### src/rtl/dd_scan_driver.sv
// dd_scan_driver: time-multiplexed 7-segment display driver.
// Scans DIGITS digits one at a time with a one-hot gate strobe and a matching
// segment pattern. Every digit is preceded by a dark blanking interval that
// suppresses ghosting. Inputs are snapshotted only at frame start, so a frame
// is never torn by input changes part way through it.
module dd_scan_driver #(
  parameter int DIGITS       = 8,
  parameter int ON_CYCLES    = 1024,
  parameter int BLANK_CYCLES = 16
) (
  input  logic                  clkBase,
  input  logic                  rst,
  input  logic                  enable,
  input  logic [4*DIGITS-1:0]   digitData,
  input  logic [DIGITS-1:0]     dpMask,
  input  logic [DIGITS-1:0]     blankMask,
  output logic [DIGITS-1:0]     gate,
  output logic [7:0]            led,
  output logic                  frameStart
);

  // The phase counter must hold the longer of the two phases, and at least 2.
  localparam int MAX_PHASE = (ON_CYCLES > BLANK_CYCLES) ? ON_CYCLES : BLANK_CYCLES;
  localparam int MAX_CNT   = (MAX_PHASE < 2) ? 2 : MAX_PHASE;
  localparam int CW        = $clog2(MAX_CNT);
  localparam int IW        = (DIGITS < 2) ? 1 : $clog2(DIGITS);

  localparam logic [CW-1:0] ON_LAST    = CW'(ON_CYCLES - 1);
  localparam logic [CW-1:0] BLANK_LAST = (BLANK_CYCLES > 0) ? CW'(BLANK_CYCLES - 1) : '0;
  localparam logic [IW-1:0] IDX_LAST   = IW'(DIGITS - 1);

  typedef enum logic [1:0] {
    ST_IDLE  = 2'd0,
    ST_BLANK = 2'd1,
    ST_ON    = 2'd2
  } state_t;

  // Hex nibble to active-high {g,f,e,d,c,b,a} segment pattern.
  function automatic logic [6:0] seg_decode(input logic [3:0] nib);
    logic [6:0] seg;
    case (nib)
      4'h0:    seg = 7'h3F;
      4'h1:    seg = 7'h06;
      4'h2:    seg = 7'h5B;
      4'h3:    seg = 7'h4F;
      4'h4:    seg = 7'h66;
      4'h5:    seg = 7'h6D;
      4'h6:    seg = 7'h7D;
      4'h7:    seg = 7'h07;
      4'h8:    seg = 7'h7F;
      4'h9:    seg = 7'h6F;
      4'hA:    seg = 7'h77;
      4'hB:    seg = 7'h7C;
      4'hC:    seg = 7'h39;
      4'hD:    seg = 7'h5E;
      4'hE:    seg = 7'h79;
      4'hF:    seg = 7'h71;
      default: seg = 7'h00;
    endcase
    return seg;
  endfunction

  state_t                state_q, state_d;
  logic [IW-1:0]         idx_q, idx_d;
  logic [CW-1:0]         cnt_q, cnt_d;
  logic [4*DIGITS-1:0]   snap_data_q, snap_data_d;
  logic [DIGITS-1:0]     snap_dp_q, snap_dp_d;
  logic [DIGITS-1:0]     snap_blank_q, snap_blank_d;
  logic [DIGITS-1:0]     gate_q, gate_d;
  logic [7:0]            led_q, led_d;
  logic                  fs_q, fs_d;
  logic                  start_s;
  logic [3:0]            nib_s;

  // Next-state logic for the scan FSM plus registered-output precomputation.
  always_comb begin
    state_d      = state_q;
    idx_d        = idx_q;
    cnt_d        = cnt_q;
    snap_data_d  = snap_data_q;
    snap_dp_d    = snap_dp_q;
    snap_blank_d = snap_blank_q;
    fs_d         = 1'b0;
    start_s      = 1'b0;
    gate_d       = '0;
    led_d        = 8'h00;
    nib_s        = 4'h0;

    if (!enable) begin
      state_d = ST_IDLE;
      idx_d   = '0;
      cnt_d   = '0;
    end else begin
      case (state_q)
        ST_IDLE: begin
          start_s = 1'b1;
        end
        ST_BLANK: begin
          if (cnt_q == BLANK_LAST) begin
            state_d = ST_ON;
            cnt_d   = '0;
          end else begin
            cnt_d = cnt_q + CW'(1);
          end
        end
        ST_ON: begin
          if (cnt_q == ON_LAST) begin
            cnt_d = '0;
            if (idx_q == IDX_LAST) begin
              start_s = 1'b1;
            end else begin
              idx_d   = idx_q + IW'(1);
              state_d = (BLANK_CYCLES == 0) ? ST_ON : ST_BLANK;
            end
          end else begin
            cnt_d = cnt_q + CW'(1);
          end
        end
        default: begin
          state_d = ST_IDLE;
          idx_d   = '0;
          cnt_d   = '0;
        end
      endcase
    end

    // Frame start: wrap to digit 0 and take a fresh snapshot of the inputs.
    if (start_s) begin
      idx_d        = '0;
      cnt_d        = '0;
      snap_data_d  = digitData;
      snap_dp_d    = dpMask;
      snap_blank_d = blankMask;
      fs_d         = 1'b1;
      state_d      = (BLANK_CYCLES == 0) ? ST_ON : ST_BLANK;
    end else begin
      fs_d = 1'b0;
    end

    // Outputs follow the next state so they can be registered without lag.
    if (state_d == ST_ON) begin
      nib_s  = snap_data_d[{idx_d, 2'b00} +: 4];
      gate_d = DIGITS'(1) << idx_d;
      if (snap_blank_d[idx_d]) begin
        led_d = 8'h00;
      end else begin
        led_d = {snap_dp_d[idx_d], seg_decode(nib_s)};
      end
    end else begin
      gate_d = '0;
      led_d  = 8'h00;
    end
  end

  // State, snapshot and output registers with synchronous active-low reset.
  always_ff @(posedge clkBase) begin
    if (!rst) begin
      state_q      <= ST_IDLE;
      idx_q        <= '0;
      cnt_q        <= '0;
      snap_data_q  <= '0;
      snap_dp_q    <= '0;
      snap_blank_q <= '0;
      gate_q       <= '0;
      led_q        <= 8'h00;
      fs_q         <= 1'b0;
    end else begin
      state_q      <= state_d;
      idx_q        <= idx_d;
      cnt_q        <= cnt_d;
      snap_data_q  <= snap_data_d;
      snap_dp_q    <= snap_dp_d;
      snap_blank_q <= snap_blank_d;
      gate_q       <= gate_d;
      led_q        <= led_d;
      fs_q         <= fs_d;
    end
  end

  assign gate       = gate_q;
  assign led        = led_q;
  assign frameStart = fs_q;

endmodule
### config.mk
export PLATFORM = sky130hd
export DESIGN_NAME = dd_scan_driver
export DESIGN_NICKNAME = d
export VERILOG_FILES = /design/src/rtl/dd_scan_driver.sv
export SDC_FILE = /design/constraint.sdc
export NUM_CORES = 1
export LEC_CHECK = 0
export ABC_AREA = 1
export CAP_MARGIN = 10
export CORE_ASPECT_RATIO = 1.2
export CORE_UTILIZATION = 50
export CTS_BUF_LIST = sky130_fd_sc_hd__clkbuf_8
export CTS_CLUSTER_DIAMETER = 60
export CTS_CLUSTER_SIZE = 24
export DETAILED_ROUTE_END_ITERATION = 7
export PLACE_DENSITY = 0.79
export SLEW_MARGIN = 5
export SYNTH_ARGS = -nofsm -noshare
export SYNTH_HDL_FRONTEND = slang
export SYNTH_SLANG_ARGS = --single-unit
### constraint.sdc
create_clock -name clkBase -period 2.7 [get_ports clkBase]
set_input_delay 0.54 -clock clkBase [delete_from_list [all_inputs] [get_ports clkBase]]
set_output_delay 0.54 -clock clkBase [all_outputs]
set_load 0.02 [all_outputs]
==> out/qor.txt, run 1 <==
status: complete, no violations
Post-synth EDFFs: 0
number of synthesis warnings: 0
startpoint types: register
drt drc: 0
via count of the routed design: 3994
commonest non-fill, non-tap cell in the layout: nand2_1
minimum clock period: 2.59 ns
chip width: 85.0 um
register bit total from synthesis: 80
share of the synthesized area in the top cell type: 38.7%
most frequent cells in the layout: nand2_1, nor2_1, dfxtp_1
Num CTS Buffers: 9
Slowest-stage cell, CP: dfxtp_2
Met3 Wirelength: 424 um
P_sw: 698 uW
Internal Dissipation: 1.88 mW
sw frac: 27.1%
max_cap viols: 0
met2 WL post-DR: 5.28 mm
post-synth top area cell: dfxtp_1
CTS tree: done
CTS Buffer Depth: 2
Main synth FF type: dfxtp_1
clk sinks: 80
Netlist cell types: 40
worst skew pair latency: 0.35 ns
syn nets: 645
Critical Path Sink Type: register
Slew HR: 63.4%
Die ar.: 8640 um2
kind of critical path: reg2reg
Clock Power Share: 31.9%
Top Metal Used: met4
sequential fraction of the synthesis area: 38.7%
synth-to-layout area growth: 32.6%
H-tree depth: 3
Die Ht: 102 um
RSZ-0062 raised after global routing: true
Routability Congestion: 0.847
Final Cycle Share: 95.9%
layout cell share with drive strength beyond 1: 20.8%
syn avg cell area: 7.12 um2
Synth async-reset ratio: 0%
Mapped Area: 4130 um2
Post-Synthesis Cells: 581
endpoints failing hold: 0
Metal-1 WL: 4.32 mm
delay of the slowest cell on the worst path: 0.34 ns
final setup violating endpoints: 0
core area: 7840 um2
Ports: 68
drt wl/cell: 13.1 um
# port buffers: 67
worst-path fanout max: 17
drt pass-1 iters: 5
initial core utilization: 52.7%
Sequential Power Share: 48.6%
pwr dens: 470 nW/um2
combinational fraction of design power: 19.5%
Least-Margin Pin Slew: 0.549 ns
pin count of the biggest net entering global routing: 54
Critical Path AT: 2.88 ns
drt via density: 5.09
HPWL after DPL: 7.38 mm
clock root cell: clkbuf_8
max frequency: 386 MHz
Final Max Slew Viols: 0
global-route wire length before repair: 16.6 mm
Final #Nets: 754
GRT Total Usage: 24.1%
Critical path buffers and inverters: 4
final WL: 10.3 mm
Hold Path Class: reg2reg
Post-DRT Antenna Nets: 0
R2R depth: 19
Clock Skew: 0.0140 ns
Fin Setup TNS: 0 ns
Top delay family on crit path: simple AND/OR/NAND/NOR gates
WHS: 0.432 ns
Starting DRT DRC Count: 140
synth top area cells: dfxtp_1, nand2_1, nor2_1, inv_1, nand3_1
worst path cell trace: inv_1, ha_2, inv_2, nor2_4, nand4_4, nand2_4, nand2_8, o21ai_0, nand2_1, nand3_1, nand2_2, o21ai_4, inv_2, ha_4, inv_2, nand2_2, nand2_1, nand2_1, a21oi_2
Hold Path Stages: 1
CP Data Required Time: 2.99 ns
Reg clk slew, reported paths: 0.08 ns
initial antenna violation count: 0
LEAKAGE: 2.48 nW
vias in the first global route: 3901
total grt overflow: 0
Peak VDD IR: 0.000326 V
row count: 35
CP Depth: 19
ANT cells: 0
## cell families after synthesis
family | after synthesis | share of synthesized area, %
and+or+nand+nor | 328 | 36.2
buffers and inverters | 89 | 9.96
AOI/OAI and AO/OA | 65 | 9.56
xor gates and xnor gates | 4 | 0.847
adders and majority gates | 13 | 3.93
DFF | 80 | 38.7
muxes | 2 | 0.787
## timing repair
action | CTS | global route
pin swaps | 1 | 15
gates cloned | 0 | 1
hold buffers | 0 | 0
endpoints found under the setup margin | 2 | 8
setup buffers | 2 | 4
resized for setup | 1 | 47
## worst register-to-register path, cell delays in order (launching register included)
cell and delay [ns]:
dfxtp_2 0.34, inv_1 0.09, ha_2 0.20, inv_2 0.07
nor2_4 0.12, nand4_4 0.15, nand2_4 0.14, nand2_8 0.10
o21ai_0 0.24, nand2_1 0.09, nand3_1 0.09, nand2_2 0.07
o21ai_4 0.24, inv_2 0.10, ha_4 0.17, inv_2 0.05
nand2_2 0.06, nand2_1 0.07, nand2_1 0.06, a21oi_2 0.11
## cell usage after synthesis, types with 2 or more instances
cell type,count
a21oi_1,15
a21oi_2,4
buf_2,4
buf_6,9
clkbuf_1,7
dfxtp_1,80
ha_1,13
inv_1,62
inv_2,5
nand2_1,150
nand2_2,7
nand2_4,4
nand3_1,42
nand3_2,5
nand3b_1,7
nand4_1,5
nor2_1,85
nor2_2,3
nor2_4,3
nor3_1,3
o21a_1,5
o21ai_0,16
o21ai_1,14
o21ai_2,6
o22ai_1,2
or2_0,3
or2_1,2
or2_2,5
xor2_1,4
## sequential cells by signal (all words and copies together), names as in the netlist
signal	count
snap_data_q	32
idx_q	3
frameStart	1
cnt_q	10
snap_blank_q	8
state_q	2
gate	8
led	8
snap_dp_q	8
## power groups by stage
stage | Combinational (mW) | Clock (mW) | Sequential (mW)
after detailed placement | 0.460 | 0 | 1.28
after global routing | 0.560 | 0.885 | 1.26
after floorplan | 0.292 | 0 | 1.28
after CTS | 0.468 | 0.840 | 1.25
after global placement | 0.450 | 0 | 1.28
final | 0.503 | 0.823 | 1.25
## metal layers
metal	GRT usage, %	up-vias
li1	-	2043
met1	26.9	1834
met2	44.3	96
met3	4.32	21
met4	11.9	0
met5	0	-
## area by class of cell
type / instances / area (um2)
timing repair buffer: 118 / 1060
tap: 92 / 115
multi-input combinational: 413 / 2270
clock buffer: 9 / 124
clock inverter: 5 / 51.3
fill: 589 / 2360
inverter: 68 / 256
sequential: 80 / 1610
## stage by stage
step / instances / utilization, % / power (mW) / worst slack (ns) / cell area [um2]
global route: 785 / 69.9 / 2.70 / -0.0920 / 5480
finish: 785 / 69.9 / 2.58 / 0.111 / 5480
global placement: 764 / 65.1 / 1.73 / -0.125 / 5100
CTS: 780 / 67.6 / 2.56 / 0.00352 / 5300
floorplan: 581 / - / 1.57 / 0.0829 / 4130
detailed placement: 764 / 65.1 / 1.74 / -0.233 / 5100
## path summary, 6_finish.rpt
path,start,endpoint,slack [ns]
setup / recovery,state_q[0]$_SDFF_PN0_,led[5]$_SDFF_PP0_,0.11
hold / removal,cnt_q[0]$_SDFFE_PP0P_,cnt_q[0]$_SDFFE_PP0P_,0.43
setup reg to reg,state_q[0]$_SDFF_PN0_,led[5]$_SDFF_PP0_,0.11
hold reg to reg,cnt_q[0]$_SDFFE_PP0P_,cnt_q[0]$_SDFFE_PP0P_,0.43
(Power assumes the default switching activity.)
==> inputs of run 2 (changes only) <==
- SLEW_MARGIN: 5 -> not set
==> results of run 2 <==
Final layout, timing and power as in run 1 (identical DEF).
==> inputs of run 3 (changes only) <==
- TNS_END_PERCENT: not set -> 10
==> out/qor.txt, run 3 (synthesis gave the netlist of run 1 again) <==
status: complete, no violations
initial core utilization: 52.7%
GRT Total Usage: 24.1%
Regs by FF count: snap_data_q (32), cnt_q (10)
Reg-to-Reg End: led[5]$_SDFF_PP0_
worst skew pair latency: 0.35 ns
fillers: 593
H-tree depth: 3
WHS Endpoint: cnt_q[0]$_SDFFE_PP0P_
commonest non-fill, non-tap cell in the layout: nand2_1
Peak VDD IR: 0.000326 V
HPWL after DPL: 7.38 mm
LEAKAGE: 2.47 nW
Final #Nets: 754
Critical Path AT: 2.89 ns
# port buffers: 67
most frequent cells in the layout: nand2_1, nor2_1, dfxtp_1
CTS tree: done
RSZ-0062 raised after global routing: true
startpoint types: register
pin count of the biggest net entering global routing: 54
total grt overflow: 0
Hold Buf Count CTS: 0
max_cap viols: 0
Starting DRT DRC Count: 150
via count of the routed design: 4014
minimum clock period: 2.60 ns
worst r2r src: state_q[0]$_SDFF_PN0_
synth-to-layout area growth: 32.2%
kind of critical path: reg2reg
max frequency: 385 MHz
Clock Skew: 0.0130 ns
Num CTS Buffers: 9
worst-path fanout max: 17
area post-placement: 5100 um2
hold_sp: cnt_q[0]$_SDFFE_PP0P_
Worst R2R Setup Slack: 0.10 ns
Biggest register: snap_data_q
drt pass-1 iters: 4
layout cell share with drive strength beyond 1: 20.6%
core area: 7840 um2
global-route wire length before repair: 16.6 mm
fin util: 69.7%
max reg flops: 32
clk sinks: 80
initial antenna violation count: 0
pwr dens: 470 nW/um2
Critical Path Sink Type: register
Least-Margin Pin Slew: 0.546 ns
ANT cells: 0
Hold Path Class: reg2reg
CTS Buffer Depth: 2
vias in the first global route: 3901
final setup margin: 0.101 ns
Slew HR: 63.6%
Ports: 68
Place WS: -0.233 ns
drt via density: 5.11
R2R depth: 19
drt wl/cell: 13.1 um
chip width: 85.0 um
row count: 35
Final Max Slew Viols: 0
final setup violating endpoints: 0
Die Ht: 102 um
final std cell area, no fill: 5470 um2
Reg clk slew, reported paths: 0.08 ns
WHS: 0.432 ns
clock root cell: clkbuf_8
final WL: 10.3 mm
CP Data Required Time: 2.99 ns
Routability Congestion: 0.847
Post-DRT Antenna Nets: 0
endpoints failing hold: 0
drt drc: 0
Hold Path Stages: 1
Final Cycle Share: 96.3%
Die ar.: 8640 um2
[run 3: final cells by class]
cell class | instances | area (um2) | area share [%]
timing repair buffer | 118 | 1060 | 19.4
multi-input combinational | 413 | 2250 | 41.2
clock buffer | 9 | 124 | 2.27
sequential | 80 | 1610 | 29.4
inverter | 68 | 256 | 4.69
clock inverter | 5 | 51.3 | 0.938
tap | 92 | 115 | 2.11
[run 3: per-stage QoR]
step	TNS [ns]	cells	power, mW
after floorplan	0	581	1.57
after global placement	-0.832	764	1.73
after detailed placement	-1.64	764	1.74
after CTS	0	780	2.56
after global routing	-0.536	785	2.70
final	0	785	2.57
[run 3: worst max-delay path, cell delays in order, from the launching register on]
cell	delay, ns
dfxtp_2	0.34
inv_1	0.09
ha_2	0.20
inv_2	0.07
nor2_4	0.12
nand4_4	0.15
nand2_4	0.13
nand2_8	0.10
o21ai_0	0.23
nand2_1	0.09
nand3_1	0.09
nand2_2	0.07
o21ai_4	0.24
inv_2	0.08
ha_2	0.19
inv_2	0.05
nand2_2	0.06
nand2_1	0.07
nand2_1	0.06
a21oi_2	0.11
[run 3: worst max-delay path by stage]
| stage | start | to | cells past startpoint |
|---|---|---|---|
| floorplan | state_q[0]$_SDFF_PN0_ | led[3]$_SDFF_PP0_ | 20 |
| global placement | enable | led[5]$_SDFF_PP0_ | 16 |
| detailed placement | enable | led[5]$_SDFF_PP0_ | 16 |
| CTS | state_q[0]$_SDFF_PN0_ | led[5]$_SDFF_PP0_ | 20 |
| global route | state_q[0]$_SDFF_PN0_ | led[6]$_SDFF_PP0_ | 17 |
| finish | state_q[0]$_SDFF_PN0_ | led[5]$_SDFF_PP0_ | 19 |
[run 3: layer usage]
metal / vias to the layer above / GRT usage (%) / part of all wire [%]
met2: 93 / 44.3 / 51
met4: 0 / 11.9 / 2.4
met1: 1854 / 26.9 / 42
met5: - / 0 / 0
li1: 2041 / - / -
met3: 26 / 4.32 / 4.4
[run 3: report_power, final]
| part | total, mW | internal, mW | switching (mW) |
|---|---|---|---|
| Sequential | 1.25 | 1.24 | 0.0152 |
| Combinational | 0.499 | 0.231 | 0.268 |
| Clock | 0.818 | 0.410 | 0.407 |
| Total | 2.57 | 1.88 | 0.690 |
[run 3: repair_timing]
item                       4_1_cts  5_1_grt
buffers inserted                 2        4
hold endpoints to repair         0        0
gates cloned                     0        1
resized for setup                1       45
pin swaps                        1       14
setup endpoints to repair        2        8
